## config.mk

```make
export PLATFORM = sky130hd
export DESIGN_NAME = seq_stage_ctrl_flat
export DESIGN_NICKNAME = d
export VERILOG_FILES = /design/src/rtl/seq_stage_ctrl_if.sv /design/src/rtl/seq_stage_ctrl.sv /design/src/flat_wrapper.sv
export SDC_FILE = /design/constraint.sdc
export NUM_CORES = 1
export LEC_CHECK = 0
export ABC_AREA = 0
export ABC_CLOCK_PERIOD_IN_PS = 2800
export BUFFER_PORTS_ARGS = -buffer_cell sky130_fd_sc_hd__buf_2
export CAP_MARGIN = 40
export CELL_PAD_IN_SITES_DETAIL_PLACEMENT = 1
export CELL_PAD_IN_SITES_GLOBAL_PLACEMENT = 1
export CORE_MARGIN = 8
export CORE_UTILIZATION = 40
export CTS_CLUSTER_SIZE = 30
export DETAILED_ROUTE_END_ITERATION = 16
export PLACE_DENSITY_LB_ADDON = 0.05
export SETUP_SLACK_MARGIN = 0.15
export SYNTH_ARGS = -nofsm -noshare
export SYNTH_HDL_FRONTEND = slang
export SYNTH_SLANG_ARGS = --single-unit
export TNS_END_PERCENT = 5
```

## constraint.sdc

```tcl
create_clock -name clock -period 2.8 [get_ports clock]
set_input_delay 0.42 -clock clock [delete_from_list [all_inputs] [get_ports clock]]
set_output_delay 0.42 -clock clock [all_outputs]
set_load 0.01 [all_outputs]
```

## src/rtl/seq_stage_ctrl_if.sv

```systemverilog
// Fetch-status and data-memory handshake bundle between the SEQ stage sequencer
// (master) and the fetch/data-memory side of the datapath (slave).
interface seq_stage_ctrl_if;
    logic [3:0] icode;
    logic       instr_valid;
    logic       imem_error;
    logic       mem_req;
    logic       mem_ack;
    logic       dmem_error;

    modport master (
        input  icode,
        input  instr_valid,
        input  imem_error,
        input  mem_ack,
        input  dmem_error,
        output mem_req
    );

    modport slave (
        output icode,
        output instr_valid,
        output imem_error,
        output mem_ack,
        output dmem_error,
        input  mem_req
    );
endinterface

```

## src/rtl/seq_stage_ctrl.sv

```systemverilog
// Multi-cycle stage sequencer for the SEQ Y86-64 core: one-hot stage enables,
// CC write gating, data-memory handshake with timeout, status and counters.
module seq_stage_ctrl #(
    parameter int MEM_TIMEOUT = 15,
    parameter int CNT_W       = 32
) (
    input  logic             clock,
    input  logic             reset,
    input  logic             start,
    seq_stage_ctrl_if.master bus,
    output logic             fetch_en,
    output logic             decode_en,
    output logic             exe_en,
    output logic             mem_en,
    output logic             wb_en,
    output logic             pc_en,
    output logic             set_cc,
    output logic [2:0]       stat,
    output logic             halted,
    output logic [CNT_W-1:0] cycle_cnt,
    output logic [CNT_W-1:0] instr_cnt
);

    localparam int WAIT_W = (MEM_TIMEOUT > 1) ? $clog2(MEM_TIMEOUT) : 1;
    localparam logic [WAIT_W-1:0] WAIT_ZERO = {WAIT_W{1'b0}};
    localparam logic [WAIT_W-1:0] WAIT_ONE  = WAIT_W'(1);
    localparam logic [WAIT_W-1:0] WAIT_LAST = WAIT_W'(MEM_TIMEOUT - 1);
    localparam logic [CNT_W-1:0]  CNT_ZERO  = {CNT_W{1'b0}};
    localparam logic [CNT_W-1:0]  CNT_ONE   = CNT_W'(1);

    localparam logic [2:0] STAT_AOK = 3'd1;
    localparam logic [2:0] STAT_HLT = 3'd2;
    localparam logic [2:0] STAT_ADR = 3'd3;
    localparam logic [2:0] STAT_INS = 3'd4;

    localparam logic [3:0] ICODE_HALT = 4'd0;
    localparam logic [3:0] ICODE_OPQ  = 4'd6;
    localparam logic [3:0] ICODE_MAX  = 4'd11;

    // Enable vector bit order: {pc, wb, mem, exe, decode, fetch}
    localparam logic [5:0] EN_NONE   = 6'b000000;
    localparam logic [5:0] EN_FETCH  = 6'b000001;
    localparam logic [5:0] EN_DECODE = 6'b000010;
    localparam logic [5:0] EN_EXE    = 6'b000100;
    localparam logic [5:0] EN_MEM    = 6'b001000;
    localparam logic [5:0] EN_WB     = 6'b010000;
    localparam logic [5:0] EN_PC     = 6'b100000;

    typedef enum logic [2:0] {
        ST_IDLE      = 3'd0,
        ST_FETCH     = 3'd1,
        ST_DECODE    = 3'd2,
        ST_EXECUTE   = 3'd3,
        ST_MEMORY    = 3'd4,
        ST_WRITEBACK = 3'd5,
        ST_PCUPD     = 3'd6,
        ST_HALT      = 3'd7
    } state_t;

    // Instructions that need a data-memory access: rmmovq, mrmovq, call, ret, pushq, popq.
    function automatic logic icode_uses_dmem(input logic [3:0] code);
        logic uses;
        case (code)
            4'd4, 4'd5, 4'd8, 4'd9, 4'd10, 4'd11: uses = 1'b1;
            default:                              uses = 1'b0;
        endcase
        return uses;
    endfunction

    function automatic logic state_is_active(input state_t st);
        logic active;
        case (st)
            ST_FETCH, ST_DECODE, ST_EXECUTE, ST_MEMORY, ST_WRITEBACK, ST_PCUPD: active = 1'b1;
            default:                                                          active = 1'b0;
        endcase
        return active;
    endfunction

    function automatic logic [5:0] state_enables(input state_t st);
        logic [5:0] en;
        case (st)
            ST_FETCH:     en = EN_FETCH;
            ST_DECODE:    en = EN_DECODE;
            ST_EXECUTE:   en = EN_EXE;
            ST_MEMORY:    en = EN_MEM;
            ST_WRITEBACK: en = EN_WB;
            ST_PCUPD:     en = EN_PC;
            default:      en = EN_NONE;
        endcase
        return en;
    endfunction

    state_t            state_q,     state_d;
    logic [3:0]        icode_q,     icode_d;
    logic [2:0]        stat_q,      stat_d;
    logic [WAIT_W-1:0] wait_q,      wait_d;
    logic [CNT_W-1:0]  cycle_cnt_q, cycle_cnt_d;
    logic [CNT_W-1:0]  instr_cnt_q, instr_cnt_d;
    logic [5:0]        en_q,        en_d;
    logic              set_cc_q,    set_cc_d;
    logic              mem_req_q,   mem_req_d;
    logic              halted_q,    halted_d;

    // Next-state, status and counter computation.
    always_comb begin
        state_d     = state_q;
        icode_d     = icode_q;
        stat_d      = stat_q;
        wait_d      = wait_q;
        instr_cnt_d = instr_cnt_q;
        if (state_is_active(state_q)) begin
            cycle_cnt_d = cycle_cnt_q + CNT_ONE;
        end else begin
            cycle_cnt_d = cycle_cnt_q;
        end

        case (state_q)
            ST_IDLE: begin
                if (start) begin
                    state_d = ST_FETCH;
                end else begin
                    state_d = ST_IDLE;
                end
            end
            ST_FETCH: begin
                if (bus.imem_error) begin
                    stat_d  = STAT_ADR;
                    state_d = ST_HALT;
                end else if (!bus.instr_valid) begin
                    state_d = ST_FETCH;
                end else if (bus.icode > ICODE_MAX) begin
                    stat_d  = STAT_INS;
                    state_d = ST_HALT;
                end else if (bus.icode == ICODE_HALT) begin
                    // halt retires normally even though it stops the core
                    stat_d      = STAT_HLT;
                    instr_cnt_d = instr_cnt_q + CNT_ONE;
                    state_d     = ST_HALT;
                end else begin
                    icode_d = bus.icode;
                    state_d = ST_DECODE;
                end
            end
            ST_DECODE: begin
                state_d = ST_EXECUTE;
            end
            ST_EXECUTE: begin
                if (icode_uses_dmem(icode_q)) begin
                    wait_d  = WAIT_ZERO;
                    state_d = ST_MEMORY;
                end else begin
                    state_d = ST_WRITEBACK;
                end
            end
            ST_MEMORY: begin
                if (bus.mem_ack) begin
                    if (bus.dmem_error) begin
                        stat_d  = STAT_ADR;
                        state_d = ST_HALT;
                    end else begin
                        state_d = ST_WRITEBACK;
                    end
                end else if (wait_q == WAIT_LAST) begin
                    stat_d  = STAT_ADR;
                    state_d = ST_HALT;
                end else begin
                    wait_d = wait_q + WAIT_ONE;
                end
            end
            ST_WRITEBACK: begin
                state_d = ST_PCUPD;
            end
            ST_PCUPD: begin
                instr_cnt_d = instr_cnt_q + CNT_ONE;
                state_d     = ST_FETCH;
            end
            ST_HALT: begin
                state_d = ST_HALT;
            end
            default: begin
                state_d = ST_IDLE;
            end
        endcase
    end

    // Output decode from the upcoming state so the outputs come straight from flops.
    always_comb begin
        en_d      = state_enables(state_d);
        set_cc_d  = (state_d == ST_EXECUTE) && (icode_q == ICODE_OPQ);
        mem_req_d = (state_d == ST_MEMORY);
        halted_d  = (state_d == ST_HALT);
    end

    // State, status, counter and output registers with synchronous reset.
    always_ff @(posedge clock) begin
        if (reset) begin
            state_q     <= ST_IDLE;
            icode_q     <= 4'd0;
            stat_q      <= STAT_AOK;
            wait_q      <= WAIT_ZERO;
            cycle_cnt_q <= CNT_ZERO;
            instr_cnt_q <= CNT_ZERO;
            en_q        <= EN_NONE;
            set_cc_q    <= 1'b0;
            mem_req_q   <= 1'b0;
            halted_q    <= 1'b0;
        end else begin
            state_q     <= state_d;
            icode_q     <= icode_d;
            stat_q      <= stat_d;
            wait_q      <= wait_d;
            cycle_cnt_q <= cycle_cnt_d;
            instr_cnt_q <= instr_cnt_d;
            en_q        <= en_d;
            set_cc_q    <= set_cc_d;
            mem_req_q   <= mem_req_d;
            halted_q    <= halted_d;
        end
    end

    assign fetch_en    = en_q[0];
    assign decode_en   = en_q[1];
    assign exe_en      = en_q[2];
    assign mem_en      = en_q[3];
    assign wb_en       = en_q[4];
    assign pc_en       = en_q[5];
    assign set_cc      = set_cc_q;
    assign bus.mem_req = mem_req_q;
    assign stat        = stat_q;
    assign halted      = halted_q;
    assign cycle_cnt   = cycle_cnt_q;
    assign instr_cnt   = instr_cnt_q;

endmodule

```

## src/flat_wrapper.sv

```systemverilog
// flat-port wrapper written by rule: the top's interface ports become plain ports
module seq_stage_ctrl_flat 
#(
    parameter int MEM_TIMEOUT = 15,
    parameter int CNT_W       = 32
)
  (clock, reset, start, fetch_en, decode_en, exe_en, mem_en, wb_en, pc_en, set_cc, stat, halted, cycle_cnt, instr_cnt, bus_icode, bus_instr_valid, bus_imem_error, bus_mem_ack, bus_dmem_error, bus_mem_req);
  seq_stage_ctrl_if bus_i ();
  input  logic clock;
  input  logic reset;
  input  logic start;
  output logic fetch_en;
  output logic decode_en;
  output logic exe_en;
  output logic mem_en;
  output logic wb_en;
  output logic pc_en;
  output logic set_cc;
  output logic [2:0] stat;
  output logic halted;
  output logic [CNT_W-1:0] cycle_cnt;
  output logic [CNT_W-1:0] instr_cnt;
  input wire logic [$bits(bus_i.icode)-1:0] bus_icode;
  input wire logic [$bits(bus_i.instr_valid)-1:0] bus_instr_valid;
  input wire logic [$bits(bus_i.imem_error)-1:0] bus_imem_error;
  input wire logic [$bits(bus_i.mem_ack)-1:0] bus_mem_ack;
  input wire logic [$bits(bus_i.dmem_error)-1:0] bus_dmem_error;
  output wire logic [$bits(bus_i.mem_req)-1:0] bus_mem_req;
  assign bus_i.icode = bus_icode;
  assign bus_i.instr_valid = bus_instr_valid;
  assign bus_i.imem_error = bus_imem_error;
  assign bus_i.mem_ack = bus_mem_ack;
  assign bus_i.dmem_error = bus_dmem_error;
  assign bus_mem_req = bus_i.mem_req;
  seq_stage_ctrl #(.MEM_TIMEOUT(MEM_TIMEOUT), .CNT_W(CNT_W)) u_core (.clock(clock), .reset(reset), .start(start), .bus(bus_i), .fetch_en(fetch_en), .decode_en(decode_en), .exe_en(exe_en), .mem_en(mem_en), .wb_en(wb_en), .pc_en(pc_en), .set_cc(set_cc), .stat(stat), .halted(halted), .cycle_cnt(cycle_cnt), .instr_cnt(instr_cnt));
endmodule
```

==> flow_summary_export.csv <==
group,metric,value,unit
run_status,status,"finished, final reports clean",
sta,fin_ws,502,ps
clocking,cts-resized-gates,0,
floorplanning,initial_core_util,0.403,
logic_synthesis,synth_edf_count,0,
drt,wirelength,10900,um
finish,fin_nets,574,
floorplanning,chipWidth,117,um
clocking,path_clk_slew,90,ps
sta,rsz0062_at_grt,"false",
power_and_ir_drop,pwr-share-clk,0.352,
worst_setup_path,startpoint,"u_core.state_q[0]$_SDFF_PP0_",
sta,fin_tns_setup,0,ps
global_route,antenna_found_initial,0,
global_route,grt_max_degree,36,
sta,tightest_slew,761,ps
floorplanning,rows,37,
global_route,overflow,0,
worst_setup_path,crit_end,"u_core.instr_cnt[31]$_SDFFE_PP0P_",
power_and_ir_drop,p_sw,0.872,mW
worst_setup_path,worstPathRequired,3050,ps
worst_setup_path,crit_path_start_kind,"flip-flop",
logic_synthesis,synth_nets,482,
finish,num_antenna_cells,0,
floorplanning,dieArea,13700,um^2
sta,max_clock_freq,435,MHz
worst_setup_path,crit-reg2reg-capture,"u_core.instr_cnt[31]$_SDFFE_PP0P_",
logic_synthesis,syn_avg_cell_area,8.71,um^2
placed_design,gp_congestion,0.770,
logic_synthesis,synthCells,467,
worst_setup_path,cp_max_fo,10,
logic_synthesis,synth_top_cell_by_area,"dfxtp_1",
worst_setup_path,worstPathArrival,2550,ps
placed_design,dp_hpwl,8110,um
drt,ant_nets,0,
clocking,clock_path_buffers,2,
logic_synthesis,synthArstFlopShare,0,
sta,slew_viol_final,0,
power_and_ir_drop,ir_drop,0.000389,V
global_route,gr-usage-all-layers,0.165,
drt,drc,0,
drt,first_iter_violations,95,
logic_synthesis,ys_seq_area_frac,0.428,
flow_run,max_cap_violations,0,
global_route,grt_pass1_vias,3727,
sta,fin_crit_sh,0.821,
logic_synthesis,synth.most_common_cell,"dfxtp_1",
floorplanning,pin_count,87,
worst_setup_path,critical_path_class,"reg -> reg",
clocking,clk_latency,360,ps
worst_setup_path,rr_worst_depth,6,
drt,firstDrtPassIters,4,
sta,hold_viol_final,0,
logic_synthesis,synth_area_leaders,"dfxtp_1, nor2_1, xnor2_1, xor2_1, a21oi_1",
placed_design,port-buffer-count,86,
drt,vias_per_cell,5.34,
drt,routedWlPerCell,15.6,um
power_and_ir_drop,p_seq_frac,0.450,
power_and_ir_drop,p_leak,1.95,nW
logic_synthesis,ys_ff_latch,87,
hold_path,hold_start,"bus_icode[2]",
logic_synthesis,ys_types,54,
floorplanning,die-height,117,um
drt,vias,3737,
power_and_ir_drop,combPwrFrac,0.198,
clocking,clock_tree.root_cell,"clkbuf_8",
worst_setup_path,crit_path_end_kind,"flip-flop",
sta,timing.slew.headroom,0.491,
floorplanning,core,10100,um^2
sta,period_needed,2300,ps
clocking,cts_tree,"yes",
clocking,clock-sinks,87,
logic_synthesis,yosys_warnings,0,
finish,drive_above_1_share,0.230,
worst_setup_path,r2r-start,"u_core.state_q[0]$_SDFF_PP0_",
power_and_ir_drop,p_sw_frac,0.285,
finish,synthToLayoutAreaGrowth,22.0,%
logic_synthesis,synth_common_cells,"dfxtp_1, nor2_1, nand2_1, xnor2_1, a21oi_1",
clocking,hold_buffers,0,
logic_synthesis,yosys.area.top_type_share,0.428,
sta,clock_skew,8.21,ps
hold_path,hold_path.class,"in -> reg",
clocking,cts_inserted_buffers,9,
logic_synthesis,yosys_most_used_dff,"dfxtp_1",
power_and_ir_drop,power.density,617,nW/um^2
clocking,post_cts_buffers,0,
power_and_ir_drop,p_int,2.19,mW
worst_setup_path,rrSetupSlack,500,ps
placed_design,dp_slack,268,ps
global_route,grt_first_pass_wirelength,17900,um
logic_synthesis,syn-cell-area,4070,um^2
clocking,h-tree-depth,3,
sta,finalSetupViolations,0,
==> worst min path at each step <==
stage / end / slack, ps / cells past startpoint
detailed placement: u_core.stat[1]$_SDFFE_PP0P_ / 450 / 1
global route: u_core.icode_q[1]$_SDFFE_PP0P_ / 330 / 3
global placement: u_core.stat[1]$_SDFFE_PP0P_ / 450 / 1
CTS: u_core.icode_q[2]$_SDFFE_PP0P_ / 320 / 3
floorplan: u_core.icode_q[0]$_SDFFE_PP0P_ / 450 / 2
finish: u_core.icode_q[2]$_SDFFE_PP0P_ / 330 / 3
==> state kept, by name (all words and copies together) (netlist names) <==
name                cells
u_core.set_cc           1
u_core.cycle_cnt       32
u_core.icode_q          4
u_core.halted           1
u_core.bus.mem_req      1
u_core.stat             3
u_core.instr_cnt       32
u_core.en_q             6
u_core.wait_q           4
u_core.state_q          3
==> routing by layer <==
metal  up-vias  GRT usage  share of wire
met3        13     0.0344          0.036
met2        57      0.283           0.48
met1      1807      0.199           0.47
met5         -          0              0
li1       1860          -              -
met4         0     0.0623          0.015
==> cell type report <==
type                    count  area (um^2)
clock buffers              10          138
clock inverters             6          108
fillers                  1260         5130
flip-flops and latches     87         1740
repair buffers            105          573
inverters                  10         37.5
multi-input cells         346         2200
well taps                 136          170
==> power by group through the flow <==
stage	sequential (mW)	combinational [mW]	clock, mW
after floorplan	1.42	0.382	0
after global placement	1.40	0.599	0
after detailed placement	1.41	0.611	0
after CTS	1.38	0.614	1.10
after global routing	1.39	0.670	1.17
final	1.38	0.605	1.08
==> cell families after synthesis <==
kind of cell | Yosys count | synth area share
muxes | 8 | 0.0206
xor gates and xnor gates | 44 | 0.0947
buffers and inverters | 34 | 0.0320
and+or+nand+nor | 223 | 0.301
AOI/OAI and AO/OA | 67 | 0.111
DFF | 87 | 0.428
adders and majority gates | 4 | 0.0123
==> cell usage in the layout (no fill, tap or decap), types with 15 or more instances in the layout <==
cell,instances
nand3_1,19
buf_2,86
nand4_1,15
xnor2_1,24
o21ai_0,15
nor2_1,60
nor4_1,16
xor2_1,20
a21oi_1,22
dfxtp_1,87
nand2_1,24
buf_4,19
==> metrics by stage <==
step	hold slack, ps	utilization	instances	total power [mW]	instance area (um^2)
finish	331	0.492	700	3.06	4960
global placement	447	0.468	684	2.00	4720
detailed placement	447	0.468	684	2.02	4720
floorplan	449	-	467	1.80	4070
global route	331	0.492	700	3.23	4960
CTS	320	0.492	700	3.10	4960
==> critical path, cell delays in order (launching register included) <==
cell and delay, ps:
dfxtp_1 340, buf_4 150, or3b_1 510, o32ai_4 360
nand3_4 180, nor4_1 300, mux2_1 350
No activity file was read; power rests on OpenSTA's default activity.
